==> src/rtl/reg_dump_pkg.sv <==
// Shared types for the register dump engine: FSM state encoding and address width.
// The CSUM state only exists when REG_DUMP_CHECKSUM_EN is defined.
package reg_dump_pkg;

    localparam int ADDR_W = 5;

`ifdef REG_DUMP_CHECKSUM_EN
    typedef enum logic [2:0] {
        ST_IDLE = 3'd0,
        ST_READ = 3'd1,
        ST_SEND = 3'd2,
        ST_CSUM = 3'd3,
        ST_DONE = 3'd4
    } state_t;
`else
    typedef enum logic [2:0] {
        ST_IDLE = 3'd0,
        ST_READ = 3'd1,
        ST_SEND = 3'd2,
        ST_DONE = 3'd4
    } state_t;
`endif

endpackage

==> src/rtl/reg_dump_if.sv <==
// Bundle of the dump engine's control, register-bank read port and output stream.
// The master modport is the dump engine; the slave modport is the bank/downstream side.
interface reg_dump_if
    import reg_dump_pkg::*;
#(
    parameter int DATA_W = 32
);
    logic              start_i;
    logic [ADDR_W-1:0] rd_addr_o;
    logic [DATA_W-1:0] rd_data_i;
    logic              out_valid_o;
    logic              out_ready_i;
    logic [DATA_W-1:0] out_data_o;
    logic [ADDR_W-1:0] out_addr_o;
    logic              out_last_o;
    logic              busy_o;
    logic              done_o;

    modport master (
        input  start_i,
        input  rd_data_i,
        input  out_ready_i,
        output rd_addr_o,
        output out_valid_o,
        output out_data_o,
        output out_addr_o,
        output out_last_o,
        output busy_o,
        output done_o
    );

    modport slave (
        output start_i,
        output rd_data_i,
        output out_ready_i,
        input  rd_addr_o,
        input  out_valid_o,
        input  out_data_o,
        input  out_addr_o,
        input  out_last_o,
        input  busy_o,
        input  done_o
    );

endinterface

==> src/rtl/reg_dump.sv <==
// Walks registers 0..NUM_REGS-1 through a combinational read port and streams them out
// with a valid/ready handshake. REG_DUMP_CHECKSUM_EN appends an XOR checksum word.
//
// state | meaning
// IDLE  | waiting for start_i
// READ  | rd_addr_o = index, capture read data into the output register
// SEND  | word presented, waiting for out_ready_i
// CSUM  | checksum word presented (REG_DUMP_CHECKSUM_EN only)
// DONE  | one-cycle completion pulse
module reg_dump
    import reg_dump_pkg::*;
#(
    parameter int NUM_REGS = 32,
    parameter int DATA_W   = 32
) (
    input logic       clk,
    input logic       rst_n,
    reg_dump_if.master bus
);

    localparam logic [ADDR_W-1:0] LAST_IDX = ADDR_W'(NUM_REGS - 1);

    state_t            state;
    state_t            state_nxt;
    logic [ADDR_W-1:0] idx;
    logic [DATA_W-1:0] out_data_q;
    logic [ADDR_W-1:0] out_addr_q;
    logic              out_last_q;
    logic              at_last;
    logic              xfer;

`ifdef REG_DUMP_CHECKSUM_EN
    logic [DATA_W-1:0] csum_q;
`endif

    assign at_last = (idx == LAST_IDX);
    assign xfer    = bus.out_valid_o && bus.out_ready_i;

    always_ff @(posedge clk or negedge rst_n) begin
        if (!rst_n) begin
            state <= ST_IDLE;
        end else begin
            state <= state_nxt;
        end
    end

    always_comb begin
        state_nxt = state;
        case (state)
            ST_IDLE: if (bus.start_i) state_nxt = ST_READ;
            ST_READ: state_nxt = ST_SEND;
            ST_SEND: begin
                if (bus.out_ready_i) begin
                    if (!at_last) begin
                        state_nxt = ST_READ;
                    end else begin
`ifdef REG_DUMP_CHECKSUM_EN
                        state_nxt = ST_CSUM;
`else
                        state_nxt = ST_DONE;
`endif
                    end
                end
            end
`ifdef REG_DUMP_CHECKSUM_EN
            ST_CSUM: if (bus.out_ready_i) state_nxt = ST_DONE;
`endif
            ST_DONE: state_nxt = ST_IDLE;
            default: state_nxt = ST_IDLE;
        endcase
    end

    // Index stays parked at LAST_IDX after the final word; it is only rewound on a new start.
    always_ff @(posedge clk or negedge rst_n) begin
        if (!rst_n) begin
            idx        <= '0;
            out_data_q <= '0;
            out_addr_q <= '0;
            out_last_q <= 1'b0;
        end else begin
            case (state)
                ST_IDLE: begin
                    if (bus.start_i) begin
                        idx        <= '0;
                        out_last_q <= 1'b0;
                    end
                end
                ST_READ: begin
                    out_data_q <= bus.rd_data_i;
                    out_addr_q <= idx;
`ifdef REG_DUMP_CHECKSUM_EN
                    out_last_q <= 1'b0;
`else
                    out_last_q <= at_last;
`endif
                end
                ST_SEND: begin
                    if (bus.out_ready_i) begin
                        if (!at_last) begin
                            idx <= idx + 1'b1;
                        end else begin
`ifdef REG_DUMP_CHECKSUM_EN
                            out_data_q <= csum_q ^ out_data_q;
                            out_addr_q <= '0;
                            out_last_q <= 1'b1;
`else
                            out_last_q <= 1'b0;
`endif
                        end
                    end
                end
`ifdef REG_DUMP_CHECKSUM_EN
                ST_CSUM: if (bus.out_ready_i) out_last_q <= 1'b0;
`endif
                default: ;
            endcase
        end
    end

`ifdef REG_DUMP_CHECKSUM_EN
    // Running XOR covers only words actually accepted downstream.
    always_ff @(posedge clk or negedge rst_n) begin
        if (!rst_n) begin
            csum_q <= '0;
        end else if (state == ST_IDLE && bus.start_i) begin
            csum_q <= '0;
        end else if (state == ST_SEND && bus.out_ready_i) begin
            csum_q <= csum_q ^ out_data_q;
        end
    end
`endif

    assign bus.rd_addr_o = (state == ST_READ) ? idx : '0;
`ifdef REG_DUMP_CHECKSUM_EN
    assign bus.out_valid_o = (state == ST_SEND) || (state == ST_CSUM);
    assign bus.busy_o      = (state == ST_READ) || (state == ST_SEND) || (state == ST_CSUM);
`else
    assign bus.out_valid_o = (state == ST_SEND);
    assign bus.busy_o      = (state == ST_READ) || (state == ST_SEND);
`endif
    assign bus.done_o     = (state == ST_DONE);
    assign bus.out_data_o = out_data_q;
    assign bus.out_addr_o = out_addr_q;
    assign bus.out_last_o = out_last_q;

endmodule

==> src/flat_wrapper.sv <==
// flat-port wrapper written by rule: the top's interface ports become plain ports
module reg_dump_flat import reg_dump_pkg::*;
#(
    parameter int NUM_REGS = 32,
    parameter int DATA_W   = 32
)
  (clk, rst_n, bus_start_i, bus_rd_data_i, bus_out_ready_i, bus_rd_addr_o, bus_out_valid_o, bus_out_data_o, bus_out_addr_o, bus_out_last_o, bus_busy_o, bus_done_o);
  reg_dump_if #(.DATA_W(DATA_W)) bus_i ();
  input logic clk;
  input logic rst_n;
  input wire logic [$bits(bus_i.start_i)-1:0] bus_start_i;
  input wire logic [$bits(bus_i.rd_data_i)-1:0] bus_rd_data_i;
  input wire logic [$bits(bus_i.out_ready_i)-1:0] bus_out_ready_i;
  output wire logic [$bits(bus_i.rd_addr_o)-1:0] bus_rd_addr_o;
  output wire logic [$bits(bus_i.out_valid_o)-1:0] bus_out_valid_o;
  output wire logic [$bits(bus_i.out_data_o)-1:0] bus_out_data_o;
  output wire logic [$bits(bus_i.out_addr_o)-1:0] bus_out_addr_o;
  output wire logic [$bits(bus_i.out_last_o)-1:0] bus_out_last_o;
  output wire logic [$bits(bus_i.busy_o)-1:0] bus_busy_o;
  output wire logic [$bits(bus_i.done_o)-1:0] bus_done_o;
  assign bus_i.start_i = bus_start_i;
  assign bus_i.rd_data_i = bus_rd_data_i;
  assign bus_i.out_ready_i = bus_out_ready_i;
  assign bus_rd_addr_o = bus_i.rd_addr_o;
  assign bus_out_valid_o = bus_i.out_valid_o;
  assign bus_out_data_o = bus_i.out_data_o;
  assign bus_out_addr_o = bus_i.out_addr_o;
  assign bus_out_last_o = bus_i.out_last_o;
  assign bus_busy_o = bus_i.busy_o;
  assign bus_done_o = bus_i.done_o;
  reg_dump #(.NUM_REGS(NUM_REGS), .DATA_W(DATA_W)) u_core (.clk(clk), .rst_n(rst_n), .bus(bus_i));
endmodule
==> config.mk <==
export PLATFORM = sky130hd
export DESIGN_NAME = reg_dump_flat
export DESIGN_NICKNAME = d
export VERILOG_FILES = /design/src/rtl/reg_dump_pkg.sv /design/src/rtl/reg_dump_if.sv /design/src/rtl/reg_dump.sv /design/src/flat_wrapper.sv
export SDC_FILE = /design/constraint.sdc
export NUM_CORES = 1
export LEC_CHECK = 0
export BUFFER_PORTS_ARGS = -buffer_cell sky130_fd_sc_hd__buf_2
export CAP_MARGIN = 10
export CORE_MARGIN = 4
export CORE_UTILIZATION = 45
export CTS_BUF_LIST = sky130_fd_sc_hd__clkbuf_8
export DETAILED_ROUTE_END_ITERATION = 8
export GPL_ROUTABILITY_DRIVEN = 0
export GPL_TIMING_DRIVEN = 0
export PLACE_DENSITY_LB_ADDON = 0.12
export SYNTH_ARGS = -nofsm -noshare
export SYNTH_HDL_FRONTEND = slang
export SYNTH_SLANG_ARGS = --single-unit
==> constraint.sdc <==
create_clock -name clk -period 1.7 [get_ports clk]
set_input_delay 0.425 -clock clk [delete_from_list [all_inputs] [get_ports clk]]
set_output_delay 0.425 -clock clk [all_outputs]
set_load 0.005 [all_outputs]
==> flow_metrics.tcl, run 1 <==
set metrics [dict create \
    swShare_pct 29.5 \
    final_cell_mix "buf_2, dfrtp_1, mux2_4" \
    path_class "reg -> out" \
    clk_pin_slew_ns 0.08 \
    fin_ws_ns -0.101 \
    cts.sinks 46 \
    drc 0 \
    postRouteWirelength_um 4620 \
    n_antenna_cell 0 \
    grt_overflow 0 \
    power_mw 5.12 \
    antenna_found_initial 0 \
    syn_to_final_growth_pct 36.4 \
    die_h_um 75.6 \
    synth-seq-area-share_pct 56.0 \
    path_common_cell "buf_6" \
    dpl.cell_count 264 \
    num_rows 24 \
    syn_area_um2 2050 \
    root_buffer "clkbuf_8" \
    final_common_cell "buf_2" \
    violations "setup timing" \
    ant_nets 0 \
    ys_ff_latch 46 \
    p_switching_mw 1.51 \
    crit_fanout 5 \
    skew_ns 0.00337 \
    h-tree-depth 2 \
    die_area_um2 5710 \
    finalCritPeriodShare_pct 106 \
    combPwrFrac_pct 47.4 \
    busiest_layer "met2" \
    num-nets-final 267 \
    max_slew_margin_pct 34.1 \
    syn_area_per_cell_um2 15.7 \
    netlist_instances 131 \
    worstPathCellList "nor3b_4, buf_6, and2_4, buf_6" \
    viasPerCell 5.01 \
    period_needed_ns 1.80 \
    core-area_um2 4380 \
    drt_iter0_markers 38 \
    grtUsageMet3_pct 3.56 \
    stdcell_count 281 \
    ir_drop_mv 0.910 \
    holdBufCountCts 0 \
    drv_cap 0 \
    worst_path_largest_cell_delay_ns 0.46 \
    clockPowerShare_pct 15.9 \
    slew_violations 0 \
    p_int_mw 3.61 \
    cts_tree "built" \
    synth_fp_nets 169 \
    gr-usage-met2_pct 26.1 \
    hold_class "in -> async" \
    critical-path-top-delay-family "flip-flops" \
    grtUsageMet1_pct 19.5 \
    cts_buffer_depth 2 \
    track_usage_pct 15.6 \
    status "finished, violations left" \
    cts_made_buffers 5 \
    grt_pass1_vias 1457 \
    clk_latency_ns 0.29 \
    critPathBufInv 2 \
    start_kind "register" \
    grt_max_degree 47 \
    hold_viol 0 \
    initial_core_util_pct 46.9 \
    rsz0062_at_grt "yes" \
    io_pins 82 \
    grt_pass1_wl_um 6760 \
    rrSetupSlack_ns 0.03 \
    leakagePower_nw 1.44 \
    power_frac_seq_pct 36.7 \
    vias 1407 \
    wl_per_cell_um 16.4 \
    first_pass_iters 4 \
    setup-violations-final 7 \
    worst_slew_pin_slew_ns 0.988 \
    drive_gt1_share_pct 65.9 \
    cp.arrival_ns 1.38 \
    endpoint_kind "output pin" \
    fmax_ghz 0.555 \
    dp_hpwl_um 3100 \
    powerDensity_nw_per_um2 1830 \
    die_w_um 75.6 \
    cp_slowest_cell "dfrtp_2" \
    yosysWarnings 0 \
    port_buffers 81 \
    post-route-util_pct 63.9 \
    synth_cell_types 26 \
    crit_required_ns 1.27 \
]
timing repair:
item | CTS | global route
setup endpoints to repair | 14 | 37
buffers inserted | 8 | 4
gates resized for setup | 10 | 16
gates cloned | 1 | 0
pin swaps | 3 | 4
stage by stage:
step | setup slack [ns] | setup TNS (ns) | hold slack [ns] | instance area (um^2)
floorplan | 0.0879 | 0 | 0.129 | 2050
CTS | -0.109 | -0.631 | 0.326 | 2730
finish | -0.101 | -0.583 | 0.297 | 2800
global placement | -0.104 | -0.493 | 0.463 | 2520
detailed placement | -0.140 | -0.724 | 0.484 | 2520
global route | -0.151 | -1.17 | 0.359 | 2800
power by group through the flow:
stage,Clock (mW),Combinational (mW),Sequential (mW)
after floorplan,0,1.39,1.91
after detailed placement,0,2.16,1.90
after global routing,0.860,2.63,1.94
after global placement,0,2.11,1.86
after CTS,0.822,2.37,1.86
final,0.813,2.43,1.88
Yosys cell counts:
| cell type | n | area, um^2 |
|---|---|---|
| nor3_1 | 1 | 5.00 |
| buf_6 | 3 | 33.8 |
| ha_1 | 2 | 25.0 |
| o211ai_1 | 2 | 15.0 |
| o21ai_0 | 3 | 15.0 |
| nor3b_2 | 2 | 25.0 |
| nand3b_1 | 4 | 30.0 |
| nor2_1 | 1 | 3.75 |
| mux2_1 | 2 | 22.5 |
| nor3b_1 | 1 | 7.51 |
| a21boi_1 | 1 | 7.51 |
| or2_2 | 1 | 6.26 |
| nand2b_1 | 1 | 6.26 |
| mux2_2 | 5 | 56.3 |
| mux2_4 | 30 | 450 |
| and3_1 | 3 | 18.8 |
| a21o_1 | 1 | 7.51 |
| nand3_1 | 1 | 5.00 |
| nor2b_1 | 1 | 6.26 |
| a211o_1 | 1 | 8.76 |
| inv_1 | 6 | 22.5 |
| buf_12 | 3 | 60.1 |
| a22o_1 | 1 | 8.76 |
| and2_1 | 5 | 31.3 |
| nand4_1 | 4 | 25.0 |
| dfrtp_1 | 46 | 1150 |
registers in the layout, indices dropped and copies added, names as in the netlist:
name	count
u_core.bus.out_last_o	1
u_core.idx	5
u_core.bus.out_addr_o	5
u_core.bus.out_data_o	32
u_core.state	3
path summary, 6_finish.rpt:
path	from	cells after the start	endpoint
worst max-delay path	u_core.state[2]$_DFFE_PN0P_	4	bus_rd_addr_o[3]
worst min-delay path	rst_n	1	u_core.bus.out_data_o[31]$_DFFE_PN0N_
worst max register to register	u_core.idx[0]$_DFFE_PN0P_	6	u_core.idx[4]$_DFFE_PN0P_
worst min register to register	u_core.bus.out_data_o[2]$_DFFE_PN0N_	1	u_core.bus.out_data_o[2]$_DFFE_PN0N_
max in group asynchronous	rst_n	1	u_core.state[1]$_DFFE_PN0P_
min in group clk	bus_rd_data_i[2]	2	u_core.bus.out_data_o[2]$_DFFE_PN0N_
area by class of cell:
type                    count  area (um^2)
inverters                   6         22.5
clock buffers               6         82.6
multi-input cells          73          838
repair buffers             93          538
well taps                  52         65.1
fillers                   342         1580
plain buffers               4         71.3
clock inverters             1         30.0
flip-flops and latches     46         1150
per-layer routing:
layer,part of all wire [%],vias to the layer above
met2,51,51
met5,0,-
met1,40,696
met4,1.3,0
met3,7.3,6
li1,-,654
worst reg2reg max path: stages (launching register included):
cell and delay [ns]:
dfrtp_1 0.40, ha_2 0.20, and3_1 0.20, ha_4 0.19, nand3b_1 0.22, a21boi_4 0.24
o21ai_1 0.11
cells by family after synthesis:
family / Yosys count / synth area share (%)
DFF: 46 / 56.0
muxes: 37 / 25.8
and+or+nand+nor: 25 / 8.28
buffers and inverters: 12 / 5.66
AOI/OAI and AO/OA: 9 / 3.05
adders and majority gates: 2 / 1.22
Note: power is estimated with default switching activity, not from simulation.
==> run 2, diff against run 1 <==
--- a/config.mk
+++ b/config.mk
@@ -8,7 +8,7 @@
 export BUFFER_PORTS_ARGS = -buffer_cell sky130_fd_sc_hd__buf_2
 export CAP_MARGIN = 10
 export CORE_MARGIN = 4
-export CORE_UTILIZATION = 45
+export CORE_UTILIZATION = 32
 export CTS_BUF_LIST = sky130_fd_sc_hd__clkbuf_8
 export DETAILED_ROUTE_END_ITERATION = 8
 export GPL_ROUTABILITY_DRIVEN = 0
==> run 2 against run 1 <==
  * Setup slack improved by 0.017 ns
  * Non-clock buffer count up 5
  * The flow still finishes with violations (setup timing)
  * First-iteration DRC count decreased by 34%
  * Register-to-register slack about the same
  * Total power is 1.8% lower
  * Via count shrank 1.6%
  * Critical path depth did not move
  * Critical endpoint is now bus_busy_o
  * Final area increased by 1.9%
  * Combinational power rose by 2%
  * Worst hold slack better by 0.0040 ns
  * Clock skew grew 0.0023 ns
  * Sequential cell count unchanged
==> flow_metrics.tcl, run 2 (same netlist as run 1, synthesis figures left out) <==
set metrics [dict create \
    hold_viol 0 \
    vias 1384 \
    seqCellArea_um2 1150 \
    track_usage_pct 11.4 \
    cts_buffer_depth 2 \
    period_needed_ns 1.78 \
    dpl-instance-area_um2 2550 \
    die_area_um2 7770 \
    cp.arrival_ns 1.36 \
    leakagePower_nw 1.46 \
    grt_pass1_wl_um 6860 \
    drt_iter0_markers 25 \
    post-route-util_pct 47.1 \
    worst_slew_pin_slew_ns 1.02 \
    gr-usage-met2_pct 17.4 \
    status "finished, violations left" \
    num-nets-final 272 \
    slew_violations 0 \
    die_w_um 88.1 \
    grt_pass1_vias 1401 \
    power_mw 5.03 \
    root_buffer "clkbuf_8" \
    largest_reg_flops 32 \
    fmax_ghz 0.560 \
    core-area_um2 6060 \
    critical-path-top-delay-family "flip-flops" \
    violations "setup timing" \
    hold_class "in -> async" \
    drv_cap 0 \
    drive_gt1_share_pct 66.8 \
    powerDensity_nw_per_um2 1760 \
    wl_per_cell_um 14.2 \
    num_rows 28 \
    antenna_found_initial 0 \
    first_pass_iters 3 \
    grt_max_degree 47 \
    fin_ws_ns -0.0846 \
    multiInputGateArea_um2 841 \
    max_slew_margin_pct 32.2 \
    start_kind "register" \
    grtUsageMet1_pct 15.4 \
    io_pins 82 \
    final_common_cell "buf_2" \
    fin_area_um2 2860 \
    clk_latency_ns 0.30 \
    initial_core_util_pct 33.9 \
    h-tree-depth 2 \
    syn_to_final_growth_pct 39.0 \
    rsz0062_at_grt "yes" \
    cts_made_buffers 5 \
    finalCritPeriodShare_pct 105 \
    cts_tree "built" \
    die_h_um 88.1 \
    worst_path_largest_cell_delay_ns 0.42 \
    ant_nets 0 \
    drc 0 \
    viasPerCell 4.46 \
    path_class "reg -> out" \
    cp_slowest_cell "dfrtp_1" \
    num-fill-cells 565 \
    busiest_layer "met2" \
    grt_overflow 0 \
    setup_tns_ns -0.492 \
    dp_hpwl_um 2890 \
    cts.sinks 46 \
    worstPathCellList "nor3b_4, buf_4, or2_4, buf_2" \
    critPathBufInv 2 \
    crit_fanout 3 \
    postRouteWirelength_um 4410 \
    clk_pin_slew_ns 0.10 \
    port_buffers 81 \
    pre_cts_slack_ns -0.211 \
    endpoint_kind "output pin" \
    setup-violations-final 7 \
    final_cell_mix "buf_2, dfrtp_1, mux2_4" \
    crit_required_ns 1.27 \
    ir_drop_mv 0.712 \
    skew_ns 0.00564 \
    grtUsageMet3_pct 4.33 \
    n_antenna_cell 0 \
    holdBufCountCts 0 \
]
[run 2: cell types whose count changed in the layout (fill, tap and decap cells not counted), sizes merged]
| cell | previous run | this run |
|---|---|---|
| bufinv | 1 | 0 |
| clkinvlp | 0 | 1 |
| clkinv | 0 | 1 |
| inv | 6 | 7 |
| buf | 97 | 102 |
| clkbuf | 6 | 5 |
[run 2: final cells by class]
class / instances / share of cell area (%)
inverter: 6 / 0.789
clock buffer: 5 / 2.41
timing repair buffer: 98 / 20.3
multi-input combinational: 73 / 29.4
clock inverter: 3 / 0.876
buffer: 4 / 2.50
tap: 75 / 3.29
sequential: 46 / 40.4
[run 2: routing by layer]
metal | up-vias | share of wire (%)
met3 | 5 | 9.9
met4 | 0 | 0.98
li1 | 666 | -
met1 | 661 | 45
met2 | 52 | 44
met5 | - | 0
[run 2: worst reg2reg max path: cells and delay by family, from the launching register on]
kind | cells | cell delay (ns)
DFF | 1 | 0.47
buffers and inverters | 4 | 0.56
and+or+nand+nor | 1 | 0.22
muxes | 1 | 0.31
[run 2: path summary, 6_finish.rpt]
check / start / endpoint / slack [ns] / cells after the start
max: u_core.state[0]$_DFFE_PN0P_ / bus_busy_o / -0.08 / 4
min: rst_n / u_core.bus.out_data_o[9]$_DFFE_PN0N_ / 0.30 / 1
max reg2reg: u_core.state[2]$_DFFE_PN0P_ / u_core.bus.out_data_o[16]$_DFFE_PN0N_ / 0.03 / 6
min reg2reg: u_core.bus.out_data_o[3]$_DFFE_PN0N_ / u_core.bus.out_data_o[3]$_DFFE_PN0N_ / 0.49 / 1
max in group asynchronous: rst_n / u_core.state[1]$_DFFE_PN0P_ / 0.72 / 1
min in group clk: bus_rd_data_i[2] / u_core.bus.out_data_o[2]$_DFFE_PN0N_ / 0.34 / 2
[run 2: where the power goes]
group / internal (mW) / leakage, nW / switching (mW)
combinational: 1.61 / 0.852 / 0.874
sequential: 1.59 / 0.562 / 0.264
clock: 0.297 / 0.0447 / 0.396
[run 2: through the flow]
step	hold slack [ns]	cells
2_1_floorplan	0.129	131
3_3_place_gp	0.466	287
3_5_place_dp	0.470	287
4_1_cts	0.333	310
5_1_grt	0.328	310
6_report	0.301	310
[run 2: what timing repair did]
item | in CTS | in global routing
cloned | 1 | 0
hold endpoints to repair | 0 | 0
setup endpoints to repair | 13 | 43
gates resized for setup | 17 | 9
setup buffers | 15 | 1
pin swaps | 5 | 3
==> run 3, diff against run 2 <==
--- a/config.mk
+++ b/config.mk
@@ -7,13 +7,14 @@
 export LEC_CHECK = 0
 export BUFFER_PORTS_ARGS = -buffer_cell sky130_fd_sc_hd__buf_2
 export CAP_MARGIN = 10
-export CORE_MARGIN = 4
+export CORE_MARGIN = 2
 export CORE_UTILIZATION = 32
 export CTS_BUF_LIST = sky130_fd_sc_hd__clkbuf_8
 export DETAILED_ROUTE_END_ITERATION = 8
 export GPL_ROUTABILITY_DRIVEN = 0
 export GPL_TIMING_DRIVEN = 0
 export PLACE_DENSITY_LB_ADDON = 0.12
+export SETUP_SLACK_MARGIN = 0.4
 export SYNTH_ARGS = -nofsm -noshare
 export SYNTH_HDL_FRONTEND = slang
 export SYNTH_SLANG_ARGS = --single-unit
==> run 3 against run 2 <==
  * The run still ends with setup timing left
  * Count of clock-buffer cells in the layout up 1
  * Highest routed layer unchanged
  * Combinational power increased by 27%
  * Sequential share of layout area down 4.0 points
  * Critical path depth is 1 higher
  * Worst hold slack gained 0.017 ns
  * Sequential cell count is the same
  * Largest power group unchanged
  * Via count is 6.1% higher
  * Clock skew is 0.0033 ns higher
  * Routed wire length is 6.5% higher
  * Global-route usage grew 2.3 points
  * Non-clock buffer count rose by 15
  * Setup slack worse by 0.072 ns
==> flow_metrics.tcl, run 3 (same netlist as run 1, synthesis figures left out) <==
set metrics [dict create \
    status "finished, violations left" \
    violations "setup timing" \
    cts.sinks 46 \
    final_common_cell "buf_2" \
    core-area_um2 6280 \
    drt_iter0_markers 20 \
    ir_drop_mv 0.714 \
    drv_cap 0 \
    drive_gt1_share_pct 70.8 \
    multiInputGateArea_um2 881 \
    initial_core_util_pct 32.7 \
    largest_reg_flops 32 \
    hold_class "in -> async" \
    endpoint_kind "output pin" \
    num-nets-final 287 \
    cts_tree "built" \
    p_int_mw 4.03 \
    leakagePower_nw 1.61 \
    max_slew_margin_pct 29.9 \
    clockPowerShare_pct 12.0 \
    drc 0 \
    fmax_ghz 0.539 \
    finalCritPeriodShare_pct 109 \
    first_pass_iters 4 \
    path_class "reg -> out" \
    final_cell_mix "buf_2, dfrtp_1, mux2_4" \
    stdcell_count 327 \
    antenna_found_initial 0 \
    cp.arrival_ns 1.43 \
    vias 1469 \
    n_antenna_cell 0 \
    timing.hold.ws_ns 0.317 \
    dp_hpwl_um 2940 \
    wl_per_cell_um 14.3 \
    port_buffers 81 \
    setup-violations-final 42 \
    postRouteWirelength_um 4690 \
    h-tree-depth 2 \
    die_w_um 84.1 \
    rsz0062_at_grt "yes" \
    grt_pass1_vias 1460 \
    grt_max_degree 47 \
    clk_pin_slew_ns 0.09 \
    power_mw 5.69 \
    pre_cts_slack_ns 0.000402 \
    swShare_pct 29.1 \
    post-route-util_pct 50.5 \
    num-fill-cells 567 \
    crit_required_ns 1.27 \
    dpl.cell_count 289 \
    combPwrFrac_pct 55.4 \
    crit_fanout 7 \
    root_buffer "clkbuf_8" \
    ant_nets 0 \
    fin_ws_ns -0.157 \
    cts_made_buffers 5 \
    hold_viol 0 \
    io_pins 82 \
    track_usage_pct 13.7 \
    p_switching_mw 1.65 \
    powerDensity_nw_per_um2 1790 \
    slew_violations 0 \
    skew_ns 0.00895 \
    seqCellArea_um2 1150 \
    syn_to_final_growth_pct 54.3 \
    die_h_um 84.1 \
    grt_overflow 0 \
    power_frac_seq_pct 32.6 \
    start_kind "register" \
    cts_buffer_depth 2 \
    clk_latency_ns 0.29 \
    holdBufCountCts 0 \
    period_needed_ns 1.86 \
    worst_slew_pin_slew_ns 1.05 \
    grt_pass1_wl_um 7560 \
    num_rows 29 \
    die_area_um2 7080 \
    viasPerCell 4.49 \
]
-- run 3: cell count changes in the layout (fill, tap and decap cells not counted), sizes merged --
cell,before,now
clkinvlp,1,0
buf,102,117
clkbuf,5,6
-- run 3: per-stage QoR --
stage | setup TNS [ns] | cell area [um^2]
CTS | -4.21 | 3080
floorplan | 0 | 2080
detailed placement | 0 | 2580
global placement | -0.0122 | 2580
global route | -6.11 | 3170
finish | -3.95 | 3170
-- run 3: cell type report --
class                      instances  share of cell area, %
clock inverter                     2                  0.276
tap                               77                   3.04
inverter                           6                  0.710
timing repair buffer             111                   26.1
sequential                        46                   36.4
buffer                             6                   3.08
clock buffer                       6                   2.60
multi-input combinational         73                   27.8
-- run 3: power groups by stage --
stage / Clock (mW) / Sequential [mW] / Combinational [mW]
3_5_place_dp: 0 / 1.88 / 2.18
5_1_grt: 0.770 / 1.92 / 3.38
6_report: 0.681 / 1.85 / 3.15
2_1_floorplan: 0 / 1.91 / 1.41
3_3_place_gp: 0 / 1.87 / 2.17
4_1_cts: 0.721 / 1.85 / 3.08
-- run 3: timing repair --
item,in CTS,in global routing
pin swaps,5,4
gates cloned,3,0
setup buffers,25,2
setup endpoints to repair,52,54
gates resized for setup,33,17
-- run 3: worst max-delay path: stages (launching register included) --
cell	delay (ns)
dfrtp_2	0.42
nor3b_4	0.15
buf_6	0.11
buf_8	0.12
or2_4	0.22
buf_6	0.11
-- run 3: layer usage --
metal / share of wire (%) / up-vias / wire length [um] / global-route usage (%)
met5: 0 / - / 0 / 0
met4: 0.51 / 0 / 24 / 3.52
met3: 5.7 / 2 / 269 / 4.06
met2: 49 / 45 / 2320 / 21.5
met1: 44 / 722 / 2080 / 18.8
li1: - / 700 / - / -
-- run 3: worst paths after layout --
check                                                     start                              endpoint  slack, ns  cells after the start
min reg2reg                u_core.bus.out_data_o[2]$_DFFE_PN0N_  u_core.bus.out_data_o[2]$_DFFE_PN0N_       0.49                      1
min in group clk                               bus_rd_data_i[2]  u_core.bus.out_data_o[2]$_DFFE_PN0N_       0.34                      2
max                                 u_core.state[0]$_DFFE_PN0P_                            bus_busy_o      -0.16                      5
max in group asynchronous                                 rst_n           u_core.state[0]$_DFFE_PN0P_       0.67                      1
min                                                       rst_n  u_core.bus.out_data_o[4]$_DFFE_PN0N_       0.32                      1
max reg2reg                         u_core.state[1]$_DFFE_PN0P_  u_core.bus.out_data_o[9]$_DFFE_PN0N_      -0.13                     10
